### config.mk
export PLATFORM = sky130hd
export DESIGN_NAME = div_32
export DESIGN_NICKNAME = d
export VERILOG_FILES = /design/src/rtl/div_32_pkg.sv /design/src/rtl/div_32_step.sv /design/src/rtl/div_32.sv
export SDC_FILE = /design/constraint.sdc
export NUM_CORES = 1
export LEC_CHECK = 0
export CELL_PAD_IN_SITES_DETAIL_PLACEMENT = 1
export CELL_PAD_IN_SITES_GLOBAL_PLACEMENT = 1
export CORE_ASPECT_RATIO = 0.6
export CORE_MARGIN = 8
export CORE_UTILIZATION = 43
export CTS_BUF_LIST = sky130_fd_sc_hd__clkbuf_16
export CTS_CLUSTER_SIZE = 24
export DETAILED_ROUTE_END_ITERATION = 8
export PLACE_DENSITY = 0.95
export SKIP_CTS_REPAIR_TIMING = 1
export SLEW_MARGIN = 40
export SYNTH_ARGS = -nofsm -noshare
export SYNTH_HDL_FRONTEND = slang
export SYNTH_SLANG_ARGS = --single-unit
### constraint.sdc
create_clock -name clk -period 4.8 [get_ports clk]
set_input_delay 0.72 -clock clk [delete_from_list [all_inputs] [get_ports clk]]
set_output_delay 0.72 -clock clk [all_outputs]
set_load 0.03 [all_outputs]
### src/rtl/div_32_pkg.sv
// Shared definitions for the sequential signed divider: default width and FSM state encodings.
package div_32_pkg;

  localparam int unsigned DIV_WIDTH = 32;

  localparam logic [1:0] DIV_IDLE = 2'd0;
  localparam logic [1:0] DIV_CALC = 2'd1;
  localparam logic [1:0] DIV_FIX  = 2'd2;

endpackage

### src/rtl/div_32_step.sv
// One combinational restoring-division step on unsigned magnitudes.
module div_step #(
  parameter int unsigned WIDTH = 32
) (
  input  logic [WIDTH-1:0] rem_in,
  input  logic [WIDTH-1:0] quo_in,
  input  logic [WIDTH-1:0] divisor,
  output logic [WIDTH-1:0] rem_out,
  output logic [WIDTH-1:0] quo_out
);

  // One extra bit so the shifted remainder never overflows the compare/subtract.
  logic [WIDTH:0] shifted;
  logic           ge;

  always_comb begin
    shifted = {rem_in, quo_in[WIDTH-1]};
    ge      = shifted >= {1'b0, divisor};
    rem_out = ge ? WIDTH'(shifted - {1'b0, divisor}) : shifted[WIDTH-1:0];
    quo_out = {quo_in[WIDTH-2:0], ge};
  end

endmodule

### src/rtl/div_32.sv
// Sequential signed divider: magnitude restoring loop, one quotient bit per clock, then a sign fix.
module div_32
  import div_32_pkg::*;
#(
  parameter int unsigned WIDTH = DIV_WIDTH
) (
  input  logic               clk,
  input  logic               clr_n,
  input  logic               start,
  input  logic [WIDTH-1:0]   operand_x,
  input  logic [WIDTH-1:0]   operand_y,
  output logic               busy,
  output logic               done,
  output logic               div_by_zero,
  output logic [WIDTH-1:0]   quotient,
  output logic [WIDTH-1:0]   remainder,
  output logic [2*WIDTH-1:0] out
);

  localparam int unsigned    CntW    = $clog2(WIDTH);
  localparam logic [CntW-1:0] LastCnt = CntW'(WIDTH - 1);

  logic [1:0]       state_q, state_d;
  logic [CntW-1:0]  count_q, count_d;
  logic [WIDTH-1:0] rem_q, rem_d;
  logic [WIDTH-1:0] quo_q, quo_d;
  logic [WIDTH-1:0] dvsr_q, dvsr_d;
  logic             neg_quo_q, neg_quo_d;
  logic             neg_rem_q, neg_rem_d;
  logic             dbz_q, dbz_d;
  logic             busy_q, busy_d;
  logic             done_q, done_d;
  logic             dbz_out_q, dbz_out_d;
  logic [WIDTH-1:0] quotient_q, quotient_d;
  logic [WIDTH-1:0] remainder_q, remainder_d;

  logic [WIDTH-1:0] abs_x, abs_y;
  logic [WIDTH-1:0] step_rem, step_quo;

  assign abs_x = operand_x[WIDTH-1] ? -operand_x : operand_x;
  assign abs_y = operand_y[WIDTH-1] ? -operand_y : operand_y;

  div_step #(
    .WIDTH(WIDTH)
  ) u_step (
    .rem_in (rem_q),
    .quo_in (quo_q),
    .divisor(dvsr_q),
    .rem_out(step_rem),
    .quo_out(step_quo)
  );

  always_comb begin
    state_d     = state_q;
    count_d     = count_q;
    rem_d       = rem_q;
    quo_d       = quo_q;
    dvsr_d      = dvsr_q;
    neg_quo_d   = neg_quo_q;
    neg_rem_d   = neg_rem_q;
    dbz_d       = dbz_q;
    busy_d      = busy_q;
    done_d      = 1'b0;
    dbz_out_d   = dbz_out_q;
    quotient_d  = quotient_q;
    remainder_d = remainder_q;

    case (state_q)
      DIV_IDLE: begin
        if (start) begin
          busy_d = 1'b1;
          if (operand_y != '0) begin
            rem_d     = '0;
            quo_d     = abs_x;
            dvsr_d    = abs_y;
            neg_quo_d = operand_x[WIDTH-1] ^ operand_y[WIDTH-1];
            neg_rem_d = operand_x[WIDTH-1];
            dbz_d     = 1'b0;
            count_d   = '0;
            state_d   = DIV_CALC;
          end else begin
            // The idle quotient register carries the raw dividend through to the fix cycle.
            quo_d   = operand_x;
            dbz_d   = 1'b1;
            state_d = DIV_FIX;
          end
        end
      end
      DIV_CALC: begin
        rem_d   = step_rem;
        quo_d   = step_quo;
        count_d = count_q + 1'b1;
        if (count_q == LastCnt) begin
          state_d = DIV_FIX;
        end
      end
      DIV_FIX: begin
        done_d    = 1'b1;
        busy_d    = 1'b0;
        dbz_out_d = dbz_q;
        if (dbz_q) begin
          quotient_d  = '1;
          remainder_d = quo_q;
        end else begin
          quotient_d  = neg_quo_q ? -quo_q : quo_q;
          remainder_d = neg_rem_q ? -rem_q : rem_q;
        end
        state_d = DIV_IDLE;
      end
      default: state_d = DIV_IDLE;
    endcase
  end

  always_ff @(posedge clk) begin
    if (!clr_n) begin
      state_q     <= DIV_IDLE;
      count_q     <= '0;
      rem_q       <= '0;
      quo_q       <= '0;
      dvsr_q      <= '0;
      neg_quo_q   <= 1'b0;
      neg_rem_q   <= 1'b0;
      dbz_q       <= 1'b0;
      busy_q      <= 1'b0;
      done_q      <= 1'b0;
      dbz_out_q   <= 1'b0;
      quotient_q  <= '0;
      remainder_q <= '0;
    end else begin
      state_q     <= state_d;
      count_q     <= count_d;
      rem_q       <= rem_d;
      quo_q       <= quo_d;
      dvsr_q      <= dvsr_d;
      neg_quo_q   <= neg_quo_d;
      neg_rem_q   <= neg_rem_d;
      dbz_q       <= dbz_d;
      busy_q      <= busy_d;
      done_q      <= done_d;
      dbz_out_q   <= dbz_out_d;
      quotient_q  <= quotient_d;
      remainder_q <= remainder_d;
    end
  end

  assign busy        = busy_q;
  assign done        = done_q;
  assign div_by_zero = dbz_out_q;
  assign quotient    = quotient_q;
  assign remainder   = remainder_q;
  assign out         = {remainder_q, quotient_q};

endmodule

# Word level (Yosys, flattened, before mapping)
# Index checks and enable logic that the tools add are counted.
[totals]
regBits = 173
input_bits = 67
out_inout_bits = 131
wordCells = 61
[op_classes]
n_addsub = 6
magnitude_cmp = 1
n_eq_ne = 6
mux = 24
n_bitwise = 1
n_reduce_logical = 10
[ops]
columns = ["cell", "n"]
rows = [
  ["32-bit 2-to-1 mux", 11],
  ["32-bit negator", 4],
  ["32-bit one-hot mux with 2 select lines", 2],
  ["33-bit by 32-bit >= comparator with 1-bit output", 1],
  ["32-bit nonzero test", 1],
  ["32-bit subtractor", 1],
  ["5-bit 2-to-1 mux", 2],
  ["5-bit one-hot mux with 2 select lines", 1],
  ["2-bit AND reduction", 4],
  ["2-bit 2-to-1 mux", 3],
  ["2-bit != test, second input constant", 3],
  ["3-bit AND reduction", 2],
  ["5-bit by 1-bit adder with 5-bit output, second input constant", 1],
  ["5-bit equality test, second input constant", 1],
  ["2-bit one-hot mux with 2 select lines", 1],
  ["2-bit nonzero test", 2],
  ["1-bit 2-to-1 mux", 3],
  ["2-bit by 1-bit equality test with 1-bit output, second input constant", 1],
  ["2-bit equality test, second input constant", 1],
  ["2-bit zero test", 1],
  ["1-bit one-hot mux with 2 select lines", 1],
  ["1-bit XOR", 1],
]

# Logic depth before layout (Yosys ltp)
[logic_depth]
word_depth = 5
depth_mapped = 14

# Modules after synthesis
# A second synthesis with hierarchy kept.
[unflattened]
cells_unflattened = 1481
hier_area_um2 = 12156.7
[by_module_without_submodules]
columns = ["mod", "instances", "cells_each", "area_each_um2"]
rows = [
  ["div_32", 1, 1126, 9585.4],
  ["div_step", 1, 355, 2571.2],
]

# Worst setup path after synthesis
# OpenSTA, ideal clock, no wires.
[synth_timing]
kind = "register to register"
start = "register quo_q[31]"
end = "register rem_q[28]"
setup_ps = 74
arrival_time_ps = 3109
required_ps = 4726
slack_ps = 1616
stages_incl_launch_ff = 15
path_buffers = 0
period_less_slack_ps = 3184
path_cell_list = "dfxtp_1 inv_1 ha_1 inv_1 fa_1 a21o_1 a221oi_1 o21ai_1 a211o_1 a221oi_1 o21ai_0 a211oi_1 xnor2_1 mux2i_1 o21ai_0"
[synth_between]
elab_chain_len = 3
elab_cells_between_ends = 4
[synth_lines]
columns = ["item", "line", "source"]
rows = [
  ["from (decl)", "div_32.sv:26", "logic [WIDTH-1:0] quo_q, quo_d;"],
  ["from (signal assigned)", "div_32.sv:133", "quo_q <= quo_d;"],
  ["32-bit subtractor / 33-bit by 32-bit >= comparator with 1-bit output (equally long branches)", "div_32_step.sv:19, div_32_step.sv:18", ""],
  ["32-bit 2-to-1 mux (*)", "div_32_step.sv:19", "rem_out = ge ? WIDTH'(shifted - {1'b0, divisor}) : shifted[WIDTH-1:0];"],
  ["32-bit one-hot mux with 2 select lines (*)", "div_32.sv:68", "case (state_q)"],
  ["to (signal assigned)", "div_32.sv:132", "rem_q <= rem_d;"],
  ["to (decl)", "div_32.sv:25", "logic [WIDTH-1:0] rem_q, rem_d;"],
]
# Every way passes the cells marked *; elsewhere a longest branch is shown, timed or not.
# A chain may end at the register's enable or synchronous reset.

# Worst setup path after layout
# Same ends and word-level chain as after synthesis.

==> metrics <==
outcome=finished, final reports clean; H-tree depth=4; layout cell share with drive strength beyond 1=4.46%; CTS tree=yes; Place WS=0.408 ns; power per cell area=around 250 mW/mm^2; Final Cycle Share=87.9%; EDFF count, synth=0; P_leak=between 0.005 and 0.006 uW; delay-heaviest family, CP=compound AO/OA/AOI/OAI gates; crit path launch type=register; most area-consuming cells after synthesis=dfxtp_1, xor2_1, nand2_1; final hold viol count=0; Crit-path slowest cell=a221oi_1; total CTS buffers=17; Synth area leader=dfxtp_1; Commonest cells post-synth=nand2_1, dfxtp_1, o21ai_0; RSZ-0062 raised after global routing=no; first-pass GRT wire length=roughly 64,000 um; global route overflow=0; Max-cap violations=0; fin crit period=between 4 and 5 ns; max incr delay on CP=around 0.44 ns; DR vias/cell=approximately 6; register area share after synthesis=~30%; Routed WL per cell=21.2 um; WP data required=about 5 ns; worst-margin pin slew=~0.80 ns; die width=around 230 um; min-delay worst type=register to register; Critical Path AT=about 4.6 ns; die area=roughly 0.032 mm^2; Yosys cell types=64; fraction of registers with async set/reset=0%; Slew headroom=between 40% and 50%; final setup fails=0; Fmax=roughly 0.24 GHz; Initial DRC Count=around 1.1k; CP Class=register to register; Clock transition at path regs=about 0.07 ns; vias in the first global route=11.7k; Placer Congestion=between 0.8 and 0.9; Post-DP HPWL=just over 30,000 um; total wire length=~41,000 um; CP endpoint kind=register; Core ar.=between 0.02 and 0.03 mm^2; Ant. Diodes=0; Post-layout nets=roughly 1.7k; Global Route Usage Sum=approximately 24%; dpl cell area=0.0133 mm^2; Die Ht=roughly 140 um; Vias=between 10k and 15k; Slew Viols, Final=0; overall power=roughly 3500 uW; Setup TNS=0 ns; Initial Util=a little over two fifths; Synth top area share=between 30% and 40%; largest net degree at the start of global routing=79; Yosys reg bits=173; antenna violations before repair=0; CP Buf/Inv Count=2; Site Rows=between 40 and 50; fin util=between 50% and 60%; Clock Path Buffers=2; final worst setup slack=between 0.5 and 0.6 ns; area grow syn2layout=19.6%; Syn Nets=between 1.5k and 2k; most frequent cell after synthesis=nand2_1; synthesized area=0.0115 mm^2; Sink Count=roughly 170; Warnings, synthesis=0; root buf cell=clkbuf_16; critical path, cell by cell=inv_1 > ha_1 > inv_1 > fa_1 > a21o_1 > a221oi_1 > o21ai_1 > a211o_1 > a221oi_1 > o21ai_0 > a211oi_1 > xnor2_1 > mux2i_1 > o21ai_0; IO Port Bufs=between 150 and 200; fin area=about 0.014 mm^2; drt first pass iters=7; CP Max Fanout=4; post-synthesis cell count=approximately 1.5k; Top FF cell, synth=dfxtp_1; worst skew pair latency=between 0.4 and 0.5 ns; maximum vdd drop=roughly 210 uV; # IOs=about 200; remaining antenna violation count after routing=0; clk_skew=about 0.014 ns; DRC=0; Avg Inst Size Synth=7.78 um^2
-- sequential cells by signal, summed over array words and instances (netlist names) --
signal and cells:
dvsr_q 32, quo_q 32, quotient 32, rem_q 32
remainder 32, count_q 5, state_q 2, busy 1
dbz_q 1, div_by_zero 1, done 1, neg_quo_q 1
neg_rem_q 1
-- kinds of logic after synthesis --
logic type      synth area share, %
compound gates                 27.1
simple gates                   17.1
buf+inv                        8.90
flops                          30.1
xor+xnor                       11.5
fa+ha+maj                      4.30
mux                            1.04
-- through the flow --
stage	hold WS, ns	instances
after detailed placement	0.473	1894
after CTS	0.483	1926
final	0.480	1928
after floorplan	0.447	1481
after global routing	0.492	1928
after global placement	0.459	1894
-- where the power goes --
group | internal (uW) | leakage, uW | total [uW] | switching [uW]
logic | 277 | 0.00407 | 671 | 394
clock network | 639 | 0.000252 | 1250 | 607
registers | 1480 | 0.00141 | 1560 | 72.8
total | 2400 | 0.00573 | 3470 | 1070
-- layer usage --
layer  global-route usage, %  wire length [um]
met3                    4.01              2970
met4                    7.71               863
met1                    32.7             18100
met2                    39.9             18900
met5                       0                 0
-- path summary, 6_finish.rpt --
check                                               from                       end  slack (ns)  cells after the start
worst min-delay path            div_by_zero$_SDFFE_PN0P_  div_by_zero$_SDFFE_PN0P_        0.48                      2
worst max-delay path              quo_q[31]$_SDFFE_PN0P_    rem_q[28]$_SDFFE_PN0P_        0.58                     14
worst min register to register  div_by_zero$_SDFFE_PN0P_  div_by_zero$_SDFFE_PN0P_        0.48                      2
worst max register to register    quo_q[31]$_SDFFE_PN0P_    rem_q[28]$_SDFFE_PN0P_        0.58                     14
-- cell usage in the layout, fill, tap and decap left out, types with 32 or more instances in the layout --
cell type and count:
a21oi_1 100, ha_1 38, nand2_1 229, xnor2_1 39
dfxtp_1 172, o211a_1 32, nor2_1 60, o21ai_0 154
xor2_1 112, a21boi_0 33, clkdlybuf4s50_1 196, inv_1 50
-- area by class of cell --
type | count | area [um^2]
Fill cell | 3223 | 12600
Sequential cell | 173 | 3460
Timing Repair Buffer | 215 | 2130
Multi-Input combinational cell | 1101 | 7070
Clock buffer | 17 | 425
Clock inverter | 15 | 67.6
Inverter | 47 | 176
Tap cell | 360 | 450
-- worst reg2reg max path, cell delays in order, from the launching register on --
cell      delay, ns
dfxtp_1        0.40
inv_1          0.23
ha_1           0.26
inv_1          0.07
fa_1           0.42
a21o_1         0.20
a221oi_1       0.42
o21ai_1        0.16
a211o_1        0.36
a221oi_1       0.44
o21ai_0        0.30
a211oi_1       0.35
xnor2_1        0.16
mux2i_1        0.11
o21ai_0        0.22
Power figures use the tool's default switching activity.
